$ cat src/rtl/xrv1_pkg.sv
// Shared types and CSR address map for the xrv1 CSR execution unit.
package xrv1_pkg;

  typedef enum logic [1:0] {
    CSR_OPC_READ  = 2'd0,
    CSR_OPC_WRITE = 2'd1,
    CSR_OPC_SET   = 2'd2,
    CSR_OPC_CLR   = 2'd3
  } xrv_csr_opc_e;

  localparam logic [11:0] CSR_MSCRATCH     = 12'h340;
  localparam logic [11:0] CSR_SCRATCH_BASE = 12'h7C0;
  localparam logic [11:0] CSR_MCYCLE       = 12'hB00;
  localparam logic [11:0] CSR_MCYCLEH      = 12'hB80;
  localparam logic [11:0] CSR_MINSTRET     = 12'hB02;
  localparam logic [11:0] CSR_MINSTRETH    = 12'hB82;
  localparam logic [11:0] CSR_CYCLE        = 12'hC00;
  localparam logic [11:0] CSR_CYCLEH       = 12'hC80;
  localparam logic [11:0] CSR_INSTRET      = 12'hC02;
  localparam logic [11:0] CSR_INSTRETH     = 12'hC82;

  // Addresses with [11:10] == 2'b11 form the read-only CSR space.
  function automatic logic csr_is_ro(input logic [11:0] addr);
    return (addr[11:10] == 2'b11);
  endfunction

endpackage

$ cat src/rtl/xrv1_csr_counter.sv
// Free-running counter with independently writable 32-bit halves.
// A write to either half freezes the counter for that cycle.
module xrv1_csr_counter #(
  parameter int CNT_WIDTH_P = 64,
  parameter int INC_WIDTH_P = 1
) (
  input  logic                   clk_i,
  input  logic                   rst_i,
  input  logic [INC_WIDTH_P-1:0] inc_i,
  input  logic                   wr_lo_i,
  input  logic                   wr_hi_i,
  input  logic [31:0]            wdata_i,
  output logic [CNT_WIDTH_P-1:0] value_o
);

  localparam int HI_W = CNT_WIDTH_P - 32;

  logic [CNT_WIDTH_P-1:0] value_q;
  logic [CNT_WIDTH_P-1:0] value_d;
  logic [CNT_WIDTH_P-1:0] inc_ext;

  // Zero-extend the increment to the counter width.
  always_comb begin
    inc_ext                  = '0;
    inc_ext[INC_WIDTH_P-1:0] = inc_i;
  end

  // Next value: increment, or half replacement with the increment suppressed.
  always_comb begin
    value_d = value_q + inc_ext;
    if (wr_lo_i || wr_hi_i) begin
      value_d = value_q;
      if (wr_lo_i) value_d[31:0] = wdata_i;
      if (wr_hi_i) value_d[CNT_WIDTH_P-1:32] = wdata_i[HI_W-1:0];
    end
  end

  // Counter state register.
  always_ff @(posedge clk_i or posedge rst_i) begin
    if (rst_i) value_q <= '0;
    else       value_q <= value_d;
  end

  assign value_o = value_q;

endmodule

$ cat src/rtl/xrv1_csr_unit.sv
// CSR execution unit: address decode and legality, read-modify-write datapath,
// scratch storage, cycle/instret counters and a single-entry response register.
module xrv1_csr_unit
  import xrv1_pkg::*;
#(
  parameter int ITAG_WIDTH_P  = 2,
  parameter int NUM_SCRATCH_P = 4,
  parameter int CNT_WIDTH_P   = 64,
  parameter int RET_WIDTH_P   = 2
) (
  input  logic                    clk_i,
  input  logic                    rst_i,
  output logic                    csr_rdy_o,
  input  logic                    csr_req_vld_i,
  input  logic [1:0]              csr_opc_i,
  input  logic [31:0]             csr_src0_i,
  input  logic [11:0]             csr_addr_i,
  input  logic [ITAG_WIDTH_P-1:0] csr_itag_i,
  output logic                    csr_done_o,
  input  logic                    csr_resp_rdy_i,
  output logic [31:0]             csr_data_o,
  output logic                    csr_ill_o,
  output logic [ITAG_WIDTH_P-1:0] csr_itag_o,
  input  logic [RET_WIDTH_P-1:0]  retire_cnt_i
);

  xrv_csr_opc_e opc;
  logic         accept;
  logic         hit;
  logic         wr_en;
  logic         ill;
  logic         commit;
  logic [31:0]  old_val;
  logic [31:0]  new_val;
  logic [NUM_SCRATCH_P-1:0] scratch_sel;

  logic [31:0] mscratch_q;
  logic [31:0] scratch_q [NUM_SCRATCH_P];

  logic [CNT_WIDTH_P-1:0] mcycle_val;
  logic [CNT_WIDTH_P-1:0] minstret_val;
  logic [63:0]            mcycle64;
  logic [63:0]            minstret64;

  logic                    done_q, done_d;
  logic                    ill_q, ill_d;
  logic [31:0]             data_q, data_d;
  logic [ITAG_WIDTH_P-1:0] itag_q, itag_d;

  assign opc       = xrv_csr_opc_e'(csr_opc_i);
  assign csr_rdy_o = ~done_q | csr_resp_rdy_i;
  assign accept    = csr_req_vld_i & csr_rdy_o;

  // Widen counters to 64 bits so upper bits beyond CNT_WIDTH_P read as zero.
  always_comb begin
    mcycle64                     = '0;
    minstret64                   = '0;
    mcycle64[CNT_WIDTH_P-1:0]    = mcycle_val;
    minstret64[CNT_WIDTH_P-1:0]  = minstret_val;
  end

  // Address decode: hit flag, pre-modification value and scratch select.
  always_comb begin
    hit         = 1'b0;
    old_val     = '0;
    scratch_sel = '0;
    case (csr_addr_i)
      CSR_MSCRATCH:               begin hit = 1'b1; old_val = mscratch_q;         end
      CSR_MCYCLE,   CSR_CYCLE:    begin hit = 1'b1; old_val = mcycle64[31:0];     end
      CSR_MCYCLEH,  CSR_CYCLEH:   begin hit = 1'b1; old_val = mcycle64[63:32];    end
      CSR_MINSTRET, CSR_INSTRET:  begin hit = 1'b1; old_val = minstret64[31:0];   end
      CSR_MINSTRETH, CSR_INSTRETH: begin hit = 1'b1; old_val = minstret64[63:32]; end
      default: ;
    endcase
    for (int i = 0; i < NUM_SCRATCH_P; i++) begin
      if (csr_addr_i == CSR_SCRATCH_BASE + 12'(i)) begin
        hit            = 1'b1;
        old_val        = scratch_q[i];
        scratch_sel[i] = 1'b1;
      end
    end
  end

  // Write enable, legality and read-modify-write result.
  always_comb begin
    wr_en = (opc == CSR_OPC_WRITE) ||
            (((opc == CSR_OPC_SET) || (opc == CSR_OPC_CLR)) && (csr_src0_i != '0));
    ill   = ~hit | (wr_en & csr_is_ro(csr_addr_i));
    case (opc)
      CSR_OPC_WRITE: new_val = csr_src0_i;
      CSR_OPC_SET:   new_val = old_val | csr_src0_i;
      CSR_OPC_CLR:   new_val = old_val & ~csr_src0_i;
      default:       new_val = old_val;
    endcase
  end

  assign commit = accept & wr_en & ~ill;

  // mscratch and scratch file updates on a committed write.
  always_ff @(posedge clk_i or posedge rst_i) begin
    if (rst_i) begin
      mscratch_q <= '0;
      for (int i = 0; i < NUM_SCRATCH_P; i++) scratch_q[i] <= '0;
    end else if (commit) begin
      if (csr_addr_i == CSR_MSCRATCH) mscratch_q <= new_val;
      for (int i = 0; i < NUM_SCRATCH_P; i++) begin
        if (scratch_sel[i]) scratch_q[i] <= new_val;
      end
    end
  end

  xrv1_csr_counter #(.CNT_WIDTH_P(CNT_WIDTH_P), .INC_WIDTH_P(1)) u_mcycle (
    .clk_i   (clk_i),
    .rst_i   (rst_i),
    .inc_i   (1'b1),
    .wr_lo_i (commit && (csr_addr_i == CSR_MCYCLE)),
    .wr_hi_i (commit && (csr_addr_i == CSR_MCYCLEH)),
    .wdata_i (new_val),
    .value_o (mcycle_val)
  );

  xrv1_csr_counter #(.CNT_WIDTH_P(CNT_WIDTH_P), .INC_WIDTH_P(RET_WIDTH_P)) u_minstret (
    .clk_i   (clk_i),
    .rst_i   (rst_i),
    .inc_i   (retire_cnt_i),
    .wr_lo_i (commit && (csr_addr_i == CSR_MINSTRET)),
    .wr_hi_i (commit && (csr_addr_i == CSR_MINSTRETH)),
    .wdata_i (new_val),
    .value_o (minstret_val)
  );

  // Response next-state: load on accept, clear on pop, otherwise hold.
  always_comb begin
    done_d = done_q;
    ill_d  = ill_q;
    data_d = data_q;
    itag_d = itag_q;
    if (accept) begin
      done_d = 1'b1;
      ill_d  = ill;
      data_d = ill ? 32'h0 : old_val;
      itag_d = csr_itag_i;
    end else if (csr_resp_rdy_i) begin
      done_d = 1'b0;
    end
  end

  // Response register.
  always_ff @(posedge clk_i or posedge rst_i) begin
    if (rst_i) begin
      done_q <= 1'b0;
      ill_q  <= 1'b0;
      data_q <= '0;
      itag_q <= '0;
    end else begin
      done_q <= done_d;
      ill_q  <= ill_d;
      data_q <= data_d;
      itag_q <= itag_d;
    end
  end

  assign csr_done_o = done_q;
  assign csr_ill_o  = ill_q;
  assign csr_data_o = data_q;
  assign csr_itag_o = itag_q;

endmodule

$ cat config.mk
export PLATFORM = sky130hd
export DESIGN_NAME = xrv1_csr_unit
export DESIGN_NICKNAME = d
export VERILOG_FILES = /design/src/rtl/xrv1_pkg.sv /design/src/rtl/xrv1_csr_counter.sv /design/src/rtl/xrv1_csr_unit.sv
export SDC_FILE = /design/constraint.sdc
export NUM_CORES = 1
export LEC_CHECK = 0
export CORE_MARGIN = 2
export CORE_UTILIZATION = 61
export DETAILED_ROUTE_END_ITERATION = 12
export PLACE_DENSITY = 0.85
export SLEW_MARGIN = 5
export SYNTH_ARGS = -nofsm -noshare
export SYNTH_HDL_FRONTEND = slang
export SYNTH_SLANG_ARGS = --single-unit
$ cat constraint.sdc
create_clock -name clk_i -period 17.07 [get_ports clk_i]
set_input_delay 4.2675 -clock clk_i [delete_from_list [all_inputs] [get_ports clk_i]]
set_output_delay 4.2675 -clock clk_i [all_outputs]
set_load 0.01 [all_outputs]
==> impl_results.md <==
* Status: finished with violations
* Failing checks: max-capacitance violations, max-slew violations
* Critical Path End: csr_rdy_o
* 1st-iter DRT viols at around 3,400
* # fillers at around 2,300
* Area of the multi-input gates at between 9000 and 10,000 um2
* Main flop type after synthesis: dfrtp_1
* Synthesized area at around 19,000 um2
* DRC at 0
* Hold Violations, Final at 0
* Initial antenna violation count at 4
* Total GRT Usage at 51.3%
* Initial DRT Pass Iterations at 9
* Initial core utilization at 62.3%
* H-tree lvl count at 2
* CP arrival at 5540 ps
* Part of the power in combinational logic at between 10% and 20%
* Ys async rst share at between 90% and 100%
* Final period util at 57.4%
* Root buf cell: clkbuf_16
* CTS Buffer Depth at 3
* Clock Power Share at 46.1%
* Seq/Total Area, Yosys at between 40% and 50%
* Via count at roughly 20,000
* CP startpoint: csr_resp_rdy_i
* Setup bufs post-CTS at 0
* Maximum fanout along the worst path at 5
* MaxCap Viol Count at 1
* Worst Tran Pin Value at between 1000 and 1500 ps
* Layout Utilization at a little under three quarters
* Sink Count at 324
* Final setup violation count at 0
* WP data required at 12,800 ps
* DP Worst Slack at about 7300 ps
* Sequential share of power at about 44%
* Global route overflow at 0
* Clock transition at path regs at ~60 ps
* Final Critical Period at 9810 ps
* WHS at 478 ps
* Maximum VDD drop at between 0.08 and 0.09 mV
* Vias/cell at between 7 and 8
* Sw Pwr at 500 uW
* # rows at 63
* Synth unique cells at 84
* # nets final at roughly 2,200
* RR Endpoint: u_mcycle.value_o[58]
* Sw Ratio at a little over a quarter
* Post-DR wirelength/cell at a little over 30 um
* Final worst-path setup slack at about 7300 ps
* GPL Wtd Cong at approximately 1.1
* Share of layout cells above drive strength 1 at about 8.1%
* Leakage power at ~0.0085 uW
* Setup TNS at 0 ps
* RSZ-0062 raised after global routing: no
* Die area at roughly 32,000 um2
* Power per Cell Area at around 90 nW/um2
* Post-Syn Area per Cell at 8.62 um2
* Clock tree from TritonCTS: yes
* Width of the die at about 180 um
* Number of global-route vias before repair at between 15,000 and 20,000
* Syn nets at between 2,000 and 2,500
* Core ar. at 29,800 um2
* Worst hold-check path type: register to register
* TritonCTS Buffers at 37
* Remaining antenna violation count at 0
* Register bit count reported by yosys at approximately 320
* FF/Latch Area at approximately 8000 um2
* Synth-to-Final Area Change at 13.9%
* Top-level I/O count at just over 90
* HPWL after DPL at between 50 and 60 mm
* WS Path Type: input port to output port
* Largest net degree at the start of global routing at about 120
* FF-to-FF setup slack at 13,420 ps
* Worst r2r src: u_mcycle.value_o[28]
* Hold path start: scratch_q[111]
* Final Skew at roughly 19 ps
* Vert. Die Dim at roughly 180 um
* Max Fclk at 102 MHz
* Reg2Reg Depth at 7
* Drt total wl at 81.0 mm
* EDFF count, synth at 0
* Skew-Pair Late Insertion Delay at 550 ps
* Port bufs at 90
* Syn. warnings at 0
* Internal at around 1400 uW
* CTS Hold Buffers Added at 0
* First-pass GRT wire length at about 120 mm
* Cts repair resizes at 0
* Syn Inst Count at 2,153
* Worst Setup End Kind: output port
* Critical Path Start Type: input port
* Rel. slew slack at -0.271%
* Fin. max-slew vios at 1
[worst max-delay path: stages]
cell             delay [ps]
clkdlybuf4s50_1         450
nand2b_1                230
clkdlybuf4s50_1         590
[through the flow]
step / cell area (um2) / power [uW] / cells
4_1_cts: 21100 / 1850 / 2595
5_1_grt: 21100 / 1910 / 2595
6_report: 21100 / 1870 / 2600
3_3_place_gp: 19800 / 1000 / 2531
2_1_floorplan: 18600 / 922 / 2153
3_5_place_dp: 19800 / 1010 / 2531
[registers in the layout, summed over array words and instances, names as in the netlist]
| name | count |
|---|---|
| u_minstret.value_o | 64 |
| csr_ill_o | 1 |
| csr_done_o | 1 |
| csr_data_o | 32 |
| csr_itag_o | 2 |
| scratch_q | 128 |
| mscratch_q | 32 |
| u_mcycle.value_o | 64 |
[cells in the mapped netlist, types with 25 or more instances]
| master | count | area share, % |
|---|---|---|
| o21ai_0 | 327 | 8.8 |
| dfrtp_1 | 324 | 44 |
| clkbuf_1 | 125 | 2.5 |
| nand4_1 | 40 | 1.3 |
| and3_1 | 32 | 1.1 |
| nor3_1 | 45 | 1.2 |
| mux2i_1 | 41 | 2.2 |
| a21oi_1 | 125 | 3.4 |
| o22ai_1 | 44 | 1.5 |
| nor2_1 | 89 | 1.8 |
| buf_2 | 26 | 0.70 |
| a31oi_1 | 25 | 0.84 |
| o211ai_1 | 27 | 1.1 |
| o221ai_1 | 25 | 1.2 |
| nand2_1 | 328 | 6.6 |
| nand3_1 | 72 | 1.9 |
| a22oi_1 | 26 | 1.1 |
[worst min-delay path by stage]
stage | end | depth (start not counted)
floorplan | scratch_q[20] | 2
global placement | mscratch_q[24] | 2
detailed placement | scratch_q[97] | 2
CTS | scratch_q[97] | 2
global route | scratch_q[1] | 2
finish | scratch_q[111] | 2
[routing by layer]
metal / vias to the layer above / GRT usage [%] / wire [um]
li1: 8121 / - / -
met1: 9571 / 64.1 / 28200
met2: 1751 / 73.9 / 33500
met3: 497 / 20.0 / 12500
met4: 4 / 33.0 / 6840
met5: - / 0.962 / 51
[power by group through the flow]
| stage | combinational (uW) | sequential (uW) | clock (uW) |
|---|---|---|---|
| after floorplan | 105 | 817 | 0 |
| after global placement | 178 | 826 | 0 |
| after detailed placement | 183 | 827 | 0 |
| after CTS | 185 | 813 | 853 |
| after global routing | 201 | 818 | 890 |
| final | 194 | 816 | 864 |
[final cells by class]
cell class / count / area share [%]
Multi-Input combinational cell: 1645 / 46.5
Tap cell: 390 / 2.31
Clock inverter: 15 / 1.08
Antenna cell: 5 / 0.0592
Clock buffer: 49 / 4.98
Inverter: 25 / 0.479
Sequential cell: 324 / 38.3
Timing Repair Buffer: 147 / 6.24
[layout by cell type, fill, tap and decap left out, drive strengths merged, types with 16 or more instances in the layout]
master	count
a31oi	25
a21o	17
and4	17
and2	17
clkdlybuf4s50	88
o211ai	28
a21oi	125
mux2i	41
a22oi	26
nand4	40
a221oi	20
nor2	89
and3	32
o22ai	44
nand3	72
xnor2	18
inv	24
dfrtp	324
o21ai	335
xor2	16
nor3	48
clkbuf	49
nand2	328
o221ai	25
nor4	24
buf	59
a22o	22
[logic make-up after synthesis]
group / Yosys count / share of synthesized area, %
simple gates: 752 / 20.0
flops: 324 / 43.7
fa+ha+maj: 4 / 0.310
buf+inv: 184 / 3.92
xor+xnor: 34 / 1.60
compound gates: 796 / 27.0
mux: 59 / 3.48
(Power assumes the default switching activity.)
